`src/rtl/micro_div_pkg.sv`:
```
// rtl/micro_div_pkg.sv - shared FSM state enum, default widths and counter sizing helper
package micro_div_pkg;

  localparam int DEF_DW = 8;
  localparam int DEF_VW = 4;

  typedef enum logic [1:0] {
    IDLE = 2'd0,
    RUN  = 2'd1,
    DONE = 2'd2
  } div_state_t;

  // Bit counter must hold the value DW itself, hence DW+1 codes.
  function automatic int cnt_width(input int dw);
    return $clog2(dw + 1);
  endfunction

endpackage

```
`src/rtl/micro_div_ctrl.sv`:
```
// rtl/micro_div_ctrl.sv - division sequencer: three-state FSM, bit counter, datapath enables
module micro_div_ctrl
  import micro_div_pkg::*;
#(
  parameter int DW = DEF_DW
) (
  input  logic i_clk,
  input  logic i_rst,
  input  logic i_start,
  input  logic i_dvs_zero,
  input  logic i_ge,
  output logic o_load,
  output logic o_load_zero,
  output logic o_step,
  output logic o_sub,
  output logic o_finish,
  output logic o_busy,
  output logic o_done
);

  localparam int CW = cnt_width(DW);

  div_state_t    r_state;
  div_state_t    w_next;
  logic [CW-1:0] r_cnt;
  logic          r_done;

  // Next-state and enable decode; a start is refused while the done pulse is still showing.
  always_comb begin
    w_next      = r_state;
    o_load      = 1'b0;
    o_load_zero = 1'b0;
    o_step      = 1'b0;
    o_finish    = 1'b0;
    case (r_state)
      IDLE: begin
        if (i_start && !r_done) begin
          if (i_dvs_zero) begin
            o_load_zero = 1'b1;
            w_next      = DONE;
          end else begin
            o_load = 1'b1;
            w_next = RUN;
          end
        end
      end
      RUN: begin
        o_step = 1'b1;
        if (r_cnt == CW'(1)) begin
          w_next = DONE;
        end
      end
      DONE: begin
        o_finish = 1'b1;
        w_next   = IDLE;
      end
      default: begin
        w_next = IDLE;
      end
    endcase
  end

  assign o_sub  = o_step & i_ge;
  assign o_busy = (r_state != IDLE) | r_done;
  assign o_done = r_done;

  // State register, bit counter and the registered done pulse that follows DONE.
  always_ff @(posedge i_clk) begin
    if (i_rst) begin
      r_state <= IDLE;
      r_cnt   <= '0;
      r_done  <= 1'b0;
    end else begin
      r_state <= w_next;
      r_done  <= o_finish;
      if (o_load) begin
        r_cnt <= CW'(DW);
      end else if (o_step) begin
        r_cnt <= r_cnt - CW'(1);
      end
    end
  end

endmodule

```
`src/rtl/micro_div_unit.sv`:
```
// rtl/micro_div_unit.sv - restoring unsigned divider datapath, one quotient bit per cycle
module micro_div_unit
  import micro_div_pkg::*;
#(
  parameter int DW = DEF_DW,
  parameter int VW = DEF_VW
) (
  input  logic          sys_clk,
  input  logic          sys_rst,
  input  logic          start,
  input  logic [DW-1:0] dividend,
  input  logic [VW-1:0] divisor,
  output logic          busy,
  output logic          done,
  output logic [DW-1:0] quotient,
  output logic [VW-1:0] remainder,
  output logic          dbz
);

  logic [DW-1:0] r_dvd;
  logic [VW-1:0] r_dvs;
  logic [VW-1:0] r_prem;
  logic [DW-1:0] r_quo;
  logic          r_zero;
  logic [DW-1:0] r_q_out;
  logic [VW-1:0] r_r_out;
  logic          r_dbz;

  logic [VW:0]   w_shifted;
  logic          w_ge;
  logic [VW-1:0] w_prem_next;
  logic          w_dvs_zero;
  logic          w_load;
  logic          w_load_zero;
  logic          w_step;
  logic          w_sub;
  logic          w_finish;

  // The stored partial remainder is always below the divisor, so VW bits suffice between
  // steps; the shifted value needs the extra bit before the compare.
  assign w_shifted   = {r_prem, r_dvd[DW-1]};
  assign w_ge        = (w_shifted >= {1'b0, r_dvs});
  assign w_prem_next = w_sub ? VW'(w_shifted - {1'b0, r_dvs}) : w_shifted[VW-1:0];
  assign w_dvs_zero  = (divisor == '0);

  micro_div_ctrl #(
    .DW(DW)
  ) u_ctrl (
    .i_clk       (sys_clk),
    .i_rst       (sys_rst),
    .i_start     (start),
    .i_dvs_zero  (w_dvs_zero),
    .i_ge        (w_ge),
    .o_load      (w_load),
    .o_load_zero (w_load_zero),
    .o_step      (w_step),
    .o_sub       (w_sub),
    .o_finish    (w_finish),
    .o_busy      (busy),
    .o_done      (done)
  );

  // Working registers: operand capture on accept, one restoring step per RUN cycle.
  always_ff @(posedge sys_clk) begin
    if (sys_rst) begin
      r_dvd  <= '0;
      r_dvs  <= '0;
      r_prem <= '0;
      r_quo  <= '0;
      r_zero <= 1'b0;
    end else if (w_load) begin
      r_dvd  <= dividend;
      r_dvs  <= divisor;
      r_prem <= '0;
      r_quo  <= '0;
      r_zero <= 1'b0;
    end else if (w_load_zero) begin
      r_dvd  <= '0;
      r_dvs  <= '0;
      r_prem <= '0;
      r_quo  <= '0;
      r_zero <= 1'b1;
    end else if (w_step) begin
      r_dvd  <= r_dvd << 1;
      r_prem <= w_prem_next;
      r_quo  <= {r_quo[DW-2:0], w_sub};
    end
  end

  // Result registers: published alongside the done pulse, held until the next completion.
  always_ff @(posedge sys_clk) begin
    if (sys_rst) begin
      r_q_out <= '0;
      r_r_out <= '0;
      r_dbz   <= 1'b0;
    end else if (w_finish) begin
      if (r_zero) begin
        r_q_out <= '1;
        r_r_out <= '1;
        r_dbz   <= 1'b1;
      end else begin
        r_q_out <= r_quo;
        r_r_out <= r_prem;
        r_dbz   <= 1'b0;
      end
    end
  end

  assign quotient  = r_q_out;
  assign remainder = r_r_out;
  assign dbz       = r_dbz;

endmodule

```
`config.mk`:
```
export PLATFORM = sky130hd
export DESIGN_NAME = micro_div_unit
export DESIGN_NICKNAME = d
export VERILOG_FILES = /design/src/rtl/micro_div_pkg.sv /design/src/rtl/micro_div_ctrl.sv /design/src/rtl/micro_div_unit.sv
export SDC_FILE = /design/constraint.sdc
export NUM_CORES = 1
export LEC_CHECK = 0
export BUFFER_PORTS_ARGS = -buffer_cell sky130_fd_sc_hd__buf_2
export CAP_MARGIN = 0
export CORE_AREA = 3 3 71 73
export CTS_BUF_LIST = sky130_fd_sc_hd__clkbuf_8
export DETAILED_ROUTE_END_ITERATION = 8
export DIE_AREA = 0 0 74 76
export GPL_TIMING_DRIVEN = 0
export PLACE_DENSITY = 0.71
export SLEW_MARGIN = 20
export SYNTH_ARGS = -nofsm -noshare
export SYNTH_HDL_FRONTEND = slang
export SYNTH_SLANG_ARGS = --single-unit
```
`constraint.sdc`:
```
create_clock -name sys_clk -period 1.51 [get_ports sys_clk]
set_input_delay 0.302 -clock sys_clk [delete_from_list [all_inputs] [get_ports sys_clk]]
set_output_delay 0.302 -clock sys_clk [all_outputs]
set_load 0.05 [all_outputs]
```
======== Word-level counts from Yosys, hierarchy flattened ========
Index checks and enable logic that the tools add are counted.
word-level totals
  bits in latches ......................... 0
  memories ................................ 0
  register bits after elaboration ......... 45
  input bits .............................. 15
  RAM bits ................................ 0
  bits in read-only memories .............. 0
  word-level logic and storage cells ...... 56
operators by class
  shift operators ......................... 0
  bitwise gates (word level) .............. 2
  add/sub/neg operators ................... 2
  equal/unequal tests ..................... 5
  reductions and logical operators ........ 11
  $lt $le $gt $ge ......................... 1
  divide/modulo/power cells ............... 0
  multiplexer cells ....................... 23
  multipliers ............................. 0
operators with widths
  cell                   count
  $mux W8                4
  $mux W4                6
  $mux W1                9
  $mux W2                3
  $reduce_bool A2 Y1     3
  $ge A5 B4 Y1           1
  $eq A4 B1 Y1 const B   1
  $logic_not A4 Y1       1
  $ne A2 B1 Y1 const B   2
  $pmux W2 S2            1
  $sub A4 B1 Y4 const B  1
  $sub A4 B4 Y4          1
  $reduce_bool A3 Y1     1
  $reduce_or A3 Y1       1
  $eq A2 B1 Y1 const B   1
  $eq A2 B2 Y1 const B   1
  $logic_not A2 Y1       1
  $reduce_and A2 Y1      1
  $reduce_or A2 Y1       1
  $and A1 B1 Y1          1
  $logic_and A1 B1 Y1    1
  $logic_not A1 Y1       1
  $or A1 B1 Y1           1

======== Longest topological paths before layout ========
Gate-level depths: netlist of run 1.
  depth in word-level cells ............... 6
  gate-level depth with buffers ........... 7
  mapped depth without buffers ............ 7

======== Hierarchy ========
From an unflattened synthesis of run 1, not the netlist that was laid out.
unflattened totals
  cells, all modules ...................... 215
  area total of the unflattened synthesis .. 1,978.1 sq um
modules (own cells, without submodules)
  module          instances  area each (sq um)  seq. area each (sq um)  cells an instance
  micro_div_unit  1          1,611.5            760.7                   177
  micro_div_ctrl  1          366.6              140.1                   38

======== Worst setup path before layout of run 1 ========
Ideal clock, no wire load.
  path kind ............................... reg-to-reg
  start ................................... register r_dvs[2]
  end ..................................... register r_prem[2]
  data required time ...................... 1.377 ns
  cell stages (with the launch flop) ...... 8
  library setup time ...................... 0.133 ns
  buffers on the path ..................... 0
  clock period less this slack ............ 1.674 ns
  data arrival time ....................... 1.541 ns
  path slack .............................. -0.164 ns
  cells stage by stage .................... dfxtp_1 inv_1 ha_1 or2_2 a211oi_1 a21oi_2 mux2i_1 a21oi_1
on the way
  cells in the longest elaborated chain, start to end .. 3
  elaborated cells between the ends (all ways) .. 4
ends and longest elaborated chain
  item                      RTL line              text
  start: declaration        micro_div_unit.sv:21  logic [VW-1:0] r_dvs;
  start signal: assignment  micro_div_unit.sv:73  r_dvs <= divisor;
  $ge A5 B4 Y1              micro_div_unit.sv:42  assign w_ge = (w_shifted >= {1'b0, r_dvs});
  $and A1 B1 Y1             micro_div_ctrl.sv:63  assign o_sub = o_step & i_ge;
  $mux W4 *                 micro_div_unit.sv:43  assign w_prem_next = w_sub ? VW'(w_shifted - {1'b0, r_dvs}) : w_shifted[VW-1:0];
  end signal: assignment    micro_div_unit.sv:85  r_prem <= w_prem_next;
  end: declaration          micro_div_unit.sv:22  logic [VW-1:0] r_prem;
Every way passes the cells marked *; elsewhere a longest branch is shown, timed or not.
A chain may end at the register's enable or synchronous reset.

======== Worst setup path after layout of run 1 ========
  start ................................... register r_prem[1]
  end ..................................... register r_prem[0]
on the way
  cells in the longest elaborated chain, start to end .. 3
ends and longest elaborated chain
  item           RTL line
  $ge A5 B4 Y1   micro_div_unit.sv:42
  $and A1 B1 Y1  micro_div_ctrl.sv:63
  $mux W4        micro_div_unit.sv:43
No other way between the ends.

==> metrics.md, run 1 <==
| Metric | Value |
|---|---|
| CP Cell Sequence | `ha_4, or2_4, a211oi_4, a21oi_4, mux2i_1, o31ai_1` |
| Net count of the mapped netlist | `262` |
| Worst IR drop on VDD | `0.616 mV` |
| Clk pin slew, worst setup/hold paths | `~0.080 ns` |
| Slowest stage cell on the critical path | `dfxtp_4` |
| Vias/cell | `5.14` |
| WP buf/inv | `0` |
| Maximum achievable frequency | `641 MHz` |
| Actual slew at the worst max-slew pin | `0.505 ns` |
| Sequential share of the synthesized area | `44.9%` |
| Critical path's largest stage delay | `0.36 ns` |
| Die Span Y | `76 um` |
| Post-layout util | `57.9%` |
| Design Power | `2.92 mW` |
| Num Clock Sinks | `45` |
| Result of the run | `finished with violations` |
| Iteration-0 DRC Markers | `94` |
| Part of the power in registers | `44.2%` |
| Worst Slack Setup Final | `-0.0494 ns` |
| Internal power | `2.15 mW` |
| Failing checks | `negative setup slack` |
| Initial antenna violation count | `0` |
| Required time reported for the critical path endpoint | `between 1.5 and 2 ns` |
| Detailed-route via count | `1748` |
| Worst min-delay path category | `in -> reg` |
| Synthesized instance count | `240` |
| Number of CTS-inserted buffers | `5` |
| Placed cell count | `320` |
| Critical path launch point type | `register` |
| Total Nets Final | `309` |
| Area leader, netlist | `dfxtp_1` |
| Summed negative setup slack over all endpoints | `-0.0701 ns` |
| Leak pwr | `between 1 and 1.5 nW` |
| Worst Hold Path Cells | `3` |
| Fraction of layout instances using a drive strength above 1 | `29.2%` |
| Antenna Nets Post-Route | `0` |
| Finished Layout Cells | `340` |
| Path depth of the worst reg2reg path | `6` |
| Number of H-tree levels | `2` |
| Final critical path time including I/O delays and setup | `1.56 ns` |
| Psw | `~770 uW` |
| Global-route wire length before repair | `7640 um` |
| Largest net degree at the start of global routing | `15` |
| Die Outline Area | `5620 um^2` |
| Synth-to-Final Area Change | `27.3%` |
| Final estimated routing congestion in global placement | `0.784` |
| Max-cap viol count | `0` |
| Final clock period utilization by the worst path | `103%` |
| Cell count along the critical path | `6` |
| Remaining max-slew budget at the tightest pin | `around two thirds` |
| Most used DFF post-synth | `dfxtp_1` |
| Overall Global Routing Usage | `16.9%` |
| Clock tree from TritonCTS | `built` |
| DRC Markers | `0` |
| Remaining global-route overflow | `0` |
| Area fraction of the dominant cell type after synthesis | `44.9%` |
| Number of filler instances in the final layout | `396` |
| Hold Fails Final Rpt | `0` |
| Part of the total power dissipated in combinational logic | `roughly a fifth` |
| Initial core utilization | `about 45%` |
| Horizontal extent of the die | `around 74 um` |
| Standard-cell rows | `24` |
| Setup crit end kind | `register` |
| Setup repair after global routing missed its margin | `yes` |
| Sw Share | `about a quarter` |
| Floorplan core area | `around 4400 um^2` |
| Number of distinct library cells after synthesis | `34` |
| Clock latency of the later-clocked register in the worst-skew pair | `approximately 0.3 ns` |
| Leading cell types by total area after synthesis | `dfxtp_1 (45%), nor2_1 (9.7%), a21oi_1 (6.0%)` |
| Number of enable flip-flop cells after synthesis | `0` |
| Maximum clock path buffer count | `2` |
| Top cell family by delay on the critical path | `compound AO/OA/AOI/OAI gates` |
| Vias in the first global route | `1733` |
| Final max-slew violation count | `0` |
| Worst Path Arrival | `1.74 ns` |
| Synth Cell Area | `2010 um^2` |
| Clock network fraction of total power | `a little over a third` |
| Total number of yosys warnings | `0` |
| Final clock skew | `0.0105 ns` |
| Routed wire length per instance | `12.9 um` |
| Total setup violations reported at the end of the flow | `3` |
| Total of hold buffers inserted after clock tree synthesis | `0` |
| Number of detailed-routing iterations run before antenna repair | `4` |
| Final wirelength | `4390 um` |
| Crit Path Class | `reg -> reg` |
| Worst-case setup slack after placement | `-0.176 ns` |
| Async S/R FF share, synth | `0%` |
| Avg Inst Size Synth | `8.36 um^2` |
| Clock root buffer | `clkbuf_8` |
| Largest fanout on the critical path | `5` |
| Antenna fix cells | `0` |
| Synth Register Bits | `45` |
| Post-detail-place hpwl | `2970 um` |
| Total of buffers placed on input and output ports | `28` |
| Cell area power density | `1140 nW/um^2` |
| Num ports | `30` |
## final timing paths
path / slack, ns / endpoint / from
setup / recovery: -0.05 / r_prem[0] / r_prem[1]
hold / removal: 0.24 / r_dvs[1] / divisor[1]
setup reg to reg: -0.05 / r_prem[0] / r_prem[1]
hold reg to reg: 0.46 / r_quo[7] / r_quo[7]
## final cells by class
class	instances	area [um^2]	area share, %
multi-input combinational	170	1070	41.8
sequential	45	918	36.0
timing repair buffer	40	236	9.26
buffer	16	97.6	3.82
clock buffer	5	68.8	2.69
clock inverter	3	65.1	2.55
tap	52	65.1	2.55
inverter	9	33.8	1.32
## placed cells by master, fill, tap and decap left out, drive strengths merged, types with 6 or more instances in the layout
cell type / Yosys / routed
dfxtp: 45 / 45
a21oi: 25 / 25
nand2: 25 / 25
a211oi: 13 / 13
buf: 10 / 47
nor2: 52 / 52
nor4: 8 / 8
clkbuf: 6 / 14
nor3: 8 / 8
ha: 6 / 6
inv: 9 / 9
## power by group through the flow
| stage | Sequential (mW) | Combinational, mW | Clock (mW) |
|---|---|---|---|
| 6_report | 1.29 | 0.563 | 1.07 |
| 5_1_grt | 1.30 | 0.625 | 1.13 |
| 4_1_cts | 1.29 | 0.512 | 1.09 |
| 3_5_place_dp | 1.32 | 0.462 | 0 |
| 3_3_place_gp | 1.32 | 0.455 | 0 |
| 2_1_floorplan | 1.33 | 0.343 | 0 |
## tightest hold or removal path: cells and delay by family
family	cells	cell delay [ns]
buf+inv	1	0.10
compound gates	1	0.05
simple gates	1	0.05
## stage by stage
step / instance area, um^2 / hold slack, ns
4_1_cts: 2470 / 0.230
3_3_place_gp: 2230 / 0.447
2_1_floorplan: 2030 / 0.430
6_report: 2550 / 0.239
5_1_grt: 2550 / 0.238
3_5_place_dp: 2230 / 0.451
## per-layer routing
layer  GRT usage [%]  share of wire, %
met5               0                 0
met4            5.80               1.8
met3            4.35               4.7
met2            27.1                49
met1            21.7                44
## synthesized netlist by cell type, types with 4 or more instances
| cell | n |
|---|---|
| nor2_1 | 52 |
| dfxtp_1 | 45 |
| nand2_1 | 25 |
| a21oi_1 | 24 |
| a211oi_1 | 13 |
| inv_1 | 9 |
| nor3_1 | 8 |
| nor4_1 | 8 |
| clkbuf_1 | 6 |
| ha_1 | 6 |
| mux2i_1 | 5 |
| buf_2 | 4 |
| o21ai_0 | 4 |
## sequential cells by signal (all words and copies together) (netlist names)
register,flops
quotient,8
r_dvd,8
r_quo,8
r_dvs,4
r_prem,4
remainder,4
u_ctrl.r_cnt,4
u_ctrl.r_state,2
dbz,1
r_zero,1
u_ctrl.o_done,1
## cells by family after synthesis
kind of cell	Yosys count	synth area share, %
and+or+nand+nor	106	24.2
adders and majority gates	7	4.74
buffers and inverters	25	6.05
DFF	45	44.9
xor gates and xnor gates	5	2.18
AOI/OAI and AO/OA	47	15.4
muxes	5	2.50
## repair_timing
item	in CTS	in global routing
cloned	0	0
setup endpoints to repair	21	35
pin swaps	7	5
gates resized for setup	12	20
buffers inserted	9	3
Power figures use the tool's default switching activity.
==> inputs of run 2 (changes only) <==
--- a/config.mk
+++ b/config.mk
@@ -12,7 +12,9 @@
 export DETAILED_ROUTE_END_ITERATION = 8
 export DIE_AREA = 0 0 74 76
 export GPL_TIMING_DRIVEN = 0
+export HOLD_SLACK_MARGIN = 0.03
 export PLACE_DENSITY = 0.71
+export SKIP_LAST_GASP = 1
 export SLEW_MARGIN = 20
 export SYNTH_ARGS = -nofsm -noshare
 export SYNTH_HDL_FRONTEND = slang
==> constraint.sdc (replaced) <==
create_clock -name sys_clk -period 1.51 [get_ports sys_clk]
set_input_delay 0.302 -clock sys_clk [delete_from_list [all_inputs] [get_ports sys_clk]]
set_output_delay 0.302 -clock sys_clk [all_outputs]
set_load 0.02 [all_outputs]
==> metrics.md, run 2 (synthesis gave the netlist of run 1 again) <==
| Metric | Value |
|---|---|
| Result of the run | `finished with violations` |
| Failing checks | `negative setup slack` |
| Final max-slew violation count | `0 (unchanged)` |
| Part of the power in registers | `50.6% (+6.4 points)` |
| Maximum clock path buffer count | `2 (unchanged)` |
| Most common cell after layout, fill and taps aside | `nor2_1` |
| Hold Fails Final Rpt | `0 (unchanged)` |
| Sw Share | `29.2% (+3.0 points)` |
| Floorplan core area | `4410 um^2 (unchanged)` |
| CP Cell Sequence | `ha_4, or2_4, a211oi_2, a21oi_2, buf_4, buf_4, nor2_4, nor3_1` |
| Highest metal layer used by the detailed router | `met4` |
| Final clock period utilization by the worst path | `106% (+2.3 points)` |
| Total of buffers placed on input and output ports | `28 (unchanged)` |
| Total of hold buffers inserted after clock tree synthesis | `0 (unchanged)` |
| Design Power | `2.56 mW (-12%)` |
| Initial core utilization | `45.4% (unchanged)` |
| Global-route wire length before repair | `7510 um (-1.6%)` |
| Iteration-0 DRC Markers | `85 (-9.6%)` |
| Num ports | `30 (unchanged)` |
| Psw | `748 uW (-2.5%)` |
| Final estimated routing congestion in global placement | `0.815 (+4.0%)` |
| Horizontal extent of the die | `74 um (unchanged)` |
| Max-cap viol count | `0 (unchanged)` |
| Worst Path Arrival | `1.80 ns (+0.06 ns)` |
| Slowest stage cell on the critical path | `dfxtp_4` |
| Clock root buffer | `clkbuf_8` |
| Final critical path time including I/O delays and setup | `1.59 ns (+0.0354 ns)` |
| Part of the total power dissipated in combinational logic | `20.4% (+1.1 points)` |
| Vias in the first global route | `1744 (+0.63%)` |
| Setup crit end kind | `register` |
| Wire length on met1 | `2060 um (+6.1%)` |
| Crit Path Class | `reg -> reg` |
| Worst min-delay path category | `in -> reg` |
| Initial antenna violation count | `0 (unchanged)` |
| Clock network fraction of total power | `29.1% (-7.4 points)` |
| Setup slack of the worst register-to-register path | `-0.08 ns (-0.04 ns)` |
| Total setup violations reported at the end of the flow | `5 (+2)` |
| Die Span Y | `76 um (unchanged)` |
| Wire length on met3 | `177 um (-14%)` |
| Leak pwr | `0.978 nW (-5.8%)` |
| Standard-cell rows | `24 (unchanged)` |
| Die Outline Area | `5620 um^2 (unchanged)` |
| Num Clock Sinks | `45 (unchanged)` |
| Number of H-tree levels | `2 (unchanged)` |
| Largest fanout on the critical path | `3 (-2)` |
| Fraction of layout instances using a drive strength above 1 | `25.4% (-3.7 points)` |
| Internal power | `1.81 mW (-16%)` |
| Overall Global Routing Usage | `16.6% (-0.33 points)` |
| Finished Layout Cells | `335 (-1.5%)` |
| Clock latency of the later-clocked register in the worst-skew pair | `0.30 ns (about the same)` |
| Setup repair after global routing missed its margin | `yes` |
| Most Frequent Cell on Critical Path | `buf_4` |
| Antenna fix cells | `0 (unchanged)` |
| Required time reported for the critical path endpoint | `1.71 ns (+0.02 ns)` |
| Number of detailed-routing iterations run before antenna repair | `4 (unchanged)` |
| Routed wire length per instance | `13.0 um (+1.1%)` |
| DRC Markers | `0 (unchanged)` |
| Clock tree from TritonCTS | `built` |
| Worst IR drop on VDD | `0.789 mV (+28%)` |
| Critical path's largest stage delay | `0.37 ns (about the same)` |
| Routed length on met2 | `2090 um (-3.2%)` |
| Remaining global-route overflow | `0 (unchanged)` |
| Post-detail-place hpwl | `2950 um (-0.63%)` |
| Worst Slack Setup Final | `-0.0848 ns (-0.0354 ns)` |
| Maximum achievable frequency | `627 MHz (-2.2%)` |
| Critical path launch point type | `register` |
| Cell area power density | `1050 nW/um^2 (-8.3%)` |
| Number of CTS-inserted buffers | `5 (unchanged)` |
| Placed cell count | `320 (unchanged)` |
| Largest net degree at the start of global routing | `20 (+5)` |
| Clk pin slew, worst setup/hold paths | `0.09 ns (about the same)` |
| Detailed-route via count | `1734 (-0.80%)` |
| Remaining max-slew budget at the tightest pin | `65.0% (-1.4 points)` |
| Vias/cell | `5.18 (+0.68%)` |
| Antenna Nets Post-Route | `0 (unchanged)` |
| Synth-to-Final Area Change | `21.6%` |
| Total Nets Final | `304 (-1.6%)` |
| Leading cell types in the layout, fill and taps excluded | `nor2_1 (51), dfxtp_1 (40), buf_2 (28), nand2_1 (25), a21oi_1 (24)` |
| Final wirelength | `4370 um (-0.41%)` |
| Final clock skew | `0.00961 ns (-0.000878 ns)` |
| Actual slew at the worst max-slew pin | `0.525 ns (+0.0203 ns)` |
-- run 2: changes by cell type in the layout (fill, tap and decap cells not counted), sizes merged --
| cell | delta |
|---|---|
| inv | +1 |
| clkbuf | -1 |
| clkinvlp | +2 |
| clkinv | -1 |
| buf | -4 |
| bufinv | -2 |
-- run 2: metrics by stage --
stage	setup TNS, ns	hold slack [ns]	area (um^2)	util, %	worst slack [ns]
global route	-0.928	0.236	2440	55.2	-0.157
global placement	-0.995	0.444	2230	50.5	-0.172
detailed placement	-1.22	0.451	2230	50.5	-0.189
CTS	-0.445	0.235	2390	54.1	-0.104
finish	-0.367	0.239	2440	55.2	-0.0848
floorplan	-0.00217	0.430	2030	-	-0.00217
-- run 2: area by class of cell --
class                   instances  area, um^2
flip-flops and latches         45         915
well taps                      52        65.1
repair buffers                 36         206
clock inverters                 3        18.8
clock buffers                   5        68.8
fillers                       428        1980
plain buffers                  15         101
inverters                       9        33.8
multi-input cells             170        1030
-- run 2: path summary, 6_finish.rpt --
check        startpoint  endpoint  cells past startpoint
min          divisor[1]  r_dvs[1]                      3
max           r_prem[1]  r_quo[0]                      8
min reg2reg    r_quo[7]  r_quo[7]                      2
max reg2reg   r_prem[1]  r_quo[0]                      8
-- run 2: per-layer routing --
layer / global-route usage (%) / vias up
met5: 0 / -
met4: 4.89 / 0
met3: 4.35 / 5
met2: 26.9 / 27
met1: 21.3 / 803
li1: - / 899
-- run 2: power groups by stage --
stage / combinational [mW] / sequential [mW] / clock [mW]
4_1_cts: 0.495 / 1.29 / 0.767
3_3_place_gp: 0.433 / 1.32 / 0
3_5_place_dp: 0.441 / 1.32 / 0
5_1_grt: 0.578 / 1.30 / 0.796
2_1_floorplan: 0.336 / 1.32 / 0
6_report: 0.520 / 1.29 / 0.744
-- run 2: critical path, delay by kind of cell (launching register included) --
kind / cells / cell delay (ns)
compound gates: 2 / 0.26
fa+ha+maj: 1 / 0.24
buf+inv: 2 / 0.29
flops: 1 / 0.37
simple gates: 3 / 0.32
-- run 2: repair_timing --
action                                  in CTS  in global routing
setup buffers                                6                  2
gates resized for setup                      9                 14
pin swaps                                    5                  4
endpoints found under the setup margin      22                 25
==> inputs of run 3 (changes only) <==
--- a/config.mk
+++ b/config.mk
@@ -7,13 +7,13 @@
 export LEC_CHECK = 0
 export BUFFER_PORTS_ARGS = -buffer_cell sky130_fd_sc_hd__buf_2
 export CAP_MARGIN = 0
-export CORE_AREA = 3 3 71 73
+export CORE_AREA = 3 3 66 68
 export CTS_BUF_LIST = sky130_fd_sc_hd__clkbuf_8
 export DETAILED_ROUTE_END_ITERATION = 8
-export DIE_AREA = 0 0 74 76
+export DIE_AREA = 0 0 69 71
 export GPL_TIMING_DRIVEN = 0
 export HOLD_SLACK_MARGIN = 0.03
-export PLACE_DENSITY = 0.71
+export PLACE_DENSITY = 0.8
 export SKIP_LAST_GASP = 1
 export SLEW_MARGIN = 20
 export SYNTH_ARGS = -nofsm -noshare
==> metrics.md, run 3 (synthesis gave the netlist of run 1 again) <==
| Metric | Value |
|---|---|
| Remaining max-slew budget at the tightest pin | `66.8% (+1.8 points)` |
| Initial core utilization | `51.2% (+5.8 points)` |
| Iteration-0 DRC Markers | `119 (+40%)` |
| Vias/cell | `5.34 (+3.2%)` |
| Internal power | `1.80 mW (-0.73%)` |
| Detailed-route via count | `1763 (+1.7%)` |
| Vias in the first global route | `1691 (-3.0%)` |
| Actual slew at the worst max-slew pin | `0.498 ns (-0.0275 ns)` |
| Standard-cell rows | `23 (-4.2%)` |
| Largest net degree at the start of global routing | `16 (-20%)` |
| Crit Path Class | `reg -> reg` |
| Critical path's largest stage delay | `0.37 ns (about the same)` |
| Max-cap viol count | `0 (unchanged)` |
| Post-layout util | `61.9% (+6.7 points)` |
| Overall Global Routing Usage | `19.0% (+2.4 points)` |
| Slowest stage cell on the critical path | `dfxtp_4` |
| Critical path launch point type | `register` |
| Total of buffers placed on input and output ports | `28 (unchanged)` |
| Maximum clock path buffer count | `2 (unchanged)` |
| Clock tree from TritonCTS | `built` |
| Finished layout cell area | `2420 um^2 (-0.62%)` |
| Largest fanout on the critical path | `5 (+2)` |
| Leading cell types in the layout, fill and taps excluded | `nor2_1 (52), dfxtp_1 (40), buf_2 (31), nand2_1 (25), a21oi_1 (22)` |
| Clock latency of the later-clocked register in the worst-skew pair | `0.31 ns (about the same)` |
| Final estimated routing congestion in global placement | `0.828 (+1.7%)` |
| Number of H-tree levels | `2 (unchanged)` |
| Die Span Y | `71 um (-6.6%)` |
| Routed wire length per instance | `12.8 um (-2.2%)` |
| Final clock skew | `0.00802 ns (-0.00159 ns)` |
| Remaining global-route overflow | `0 (unchanged)` |
| Horizontal extent of the die | `69 um (-6.8%)` |
| Number of detailed-routing iterations run before antenna repair | `4 (unchanged)` |
| Total Nets Final | `301 (-0.99%)` |
| Design Power | `2.56 mW (about the same)` |
| Post-placement cell area | `2230 um^2 (-0.11%)` |
| Total of hold buffers inserted after clock tree synthesis | `0 (unchanged)` |
| Final max-slew violation count | `0 (unchanged)` |
| Leak pwr | `0.966 nW (-1.2%)` |
| Setup repair after global routing missed its margin | `yes` |
| Most common cell after layout, fill and taps aside | `nor2_1` |
| Num Clock Sinks | `45 (unchanged)` |
| Antenna Nets Post-Route | `0 (unchanged)` |
| Floorplan core area | `3910 um^2 (-11%)` |
| Maximum achievable frequency | `645 MHz (+2.8%)` |
| Worst Slack Setup Final | `-0.0415 ns (+0.0433 ns)` |
| Final wirelength | `4210 um (-3.6%)` |
| Psw | `763 uW (+2.0%)` |
| Setup crit end kind | `register` |
| Clock root buffer | `clkbuf_8` |
| Result of the run | `finished with violations` |
| Die Outline Area | `4900 um^2 (-13%)` |
| Worst IR drop on VDD | `0.617 mV (-22%)` |
| Fraction of layout instances using a drive strength above 1 | `25.4% (-0.085 points)` |
| Antenna fix cells | `0 (unchanged)` |
| Part of the power in registers | `50.6% (about the same)` |
| Required time reported for the critical path endpoint | `1.71 ns (about the same)` |
| Part of the total power dissipated in combinational logic | `19.3% (-1.1 points)` |
| DRC Markers | `0 (unchanged)` |
| Hold Fails Final Rpt | `0 (unchanged)` |
| Clock network fraction of total power | `30.1% (+1.0 points)` |
| Total setup violations reported at the end of the flow | `4 (-1)` |
| Global-route wire length before repair | `7550 um (+0.45%)` |
| Worst-case setup slack after placement | `-0.177 ns (+0.0125 ns)` |
| Num ports | `30 (unchanged)` |
| Initial antenna violation count | `0 (unchanged)` |
| Synth-to-Final Area Change | `20.8%` |
| Number of CTS-inserted buffers | `5 (unchanged)` |
| Worst min-delay path category | `in -> reg` |
| Cell area power density | `1060 nW/um^2 (+0.69%)` |
| Failing checks | `negative setup slack` |
| Post-detail-place hpwl | `2910 um (-1.5%)` |
| Sw Share | `29.8% (+0.57 points)` |
| Worst Path Arrival | `1.75 ns (-0.05 ns)` |
| Final critical path time including I/O delays and setup | `1.55 ns (-0.0433 ns)` |
| CP Cell Sequence | `ha_4, or2_4, a211oi_4, a21oi_4, mux2i_1, a21oi_1` |
| Final clock period utilization by the worst path | `103% (-2.9 points)` |
| Clk pin slew, worst setup/hold paths | `0.09 ns (about the same)` |
==> run 3: routing by layer <==
layer	wire length (um)	track usage, %
met5	0	0
met1	1920	23.5
met2	2020	30.8
met4	75	9.54
met3	191	4.69
==> run 3: final timing paths <==
| kind | startpoint | end | slack [ns] | cells past startpoint |
|---|---|---|---|---|
| max | r_prem[1] | r_prem[2] | -0.04 | 6 |
| min reg2reg | r_quo[7] | r_quo[7] | 0.46 | 2 |
| max reg2reg | r_prem[1] | r_prem[2] | -0.04 | 6 |
| min | divisor[1] | r_dvs[1] | 0.23 | 3 |
==> run 3: metrics by stage <==
stage | hold slack (ns) | TNS (ns) | instances
global placement | 0.448 | -0.961 | 318
CTS | 0.230 | -0.102 | 330
global route | 0.237 | -0.404 | 330
detailed placement | 0.453 | -1.07 | 318
floorplan | 0.430 | -0.00217 | 240
finish | 0.233 | -0.0830 | 330
==> run 3: power groups by stage <==
stage,Combinational (mW),Sequential (mW),Clock [mW]
after floorplan,0.336,1.32,0
after global placement,0.430,1.32,0
after detailed placement,0.437,1.32,0
after CTS,0.460,1.29,0.780
after global routing,0.553,1.30,0.842
final,0.495,1.29,0.770
==> run 3: cell type report <==
class | instances | area (um^2)
sequential | 45 | 912
inverter | 9 | 33.8
buffer | 16 | 100
multi-input combinational | 170 | 1050
clock inverter | 3 | 21.3
timing repair buffer | 32 | 174
tap | 50 | 62.6
fill | 362 | 1490
clock buffer | 5 | 68.8
==> run 3: what timing repair did <==
item	in CTS	in global routing
resized for setup	10	12
endpoints found under the setup margin	23	18
setup buffers	4	0
pin swaps	6	2
hold endpoints to repair	0	0
==> run 3: worst max-delay path, delay by kind of cell (launching register included) <==
family / cells / cell delay [ns]
AO/OA/AOI/OAI: 3 / 0.40
AND/OR/NAND/NOR: 1 / 0.24
multiplexers: 1 / 0.20
flip-flops: 1 / 0.37
adder cells (fa/ha/maj): 1 / 0.24
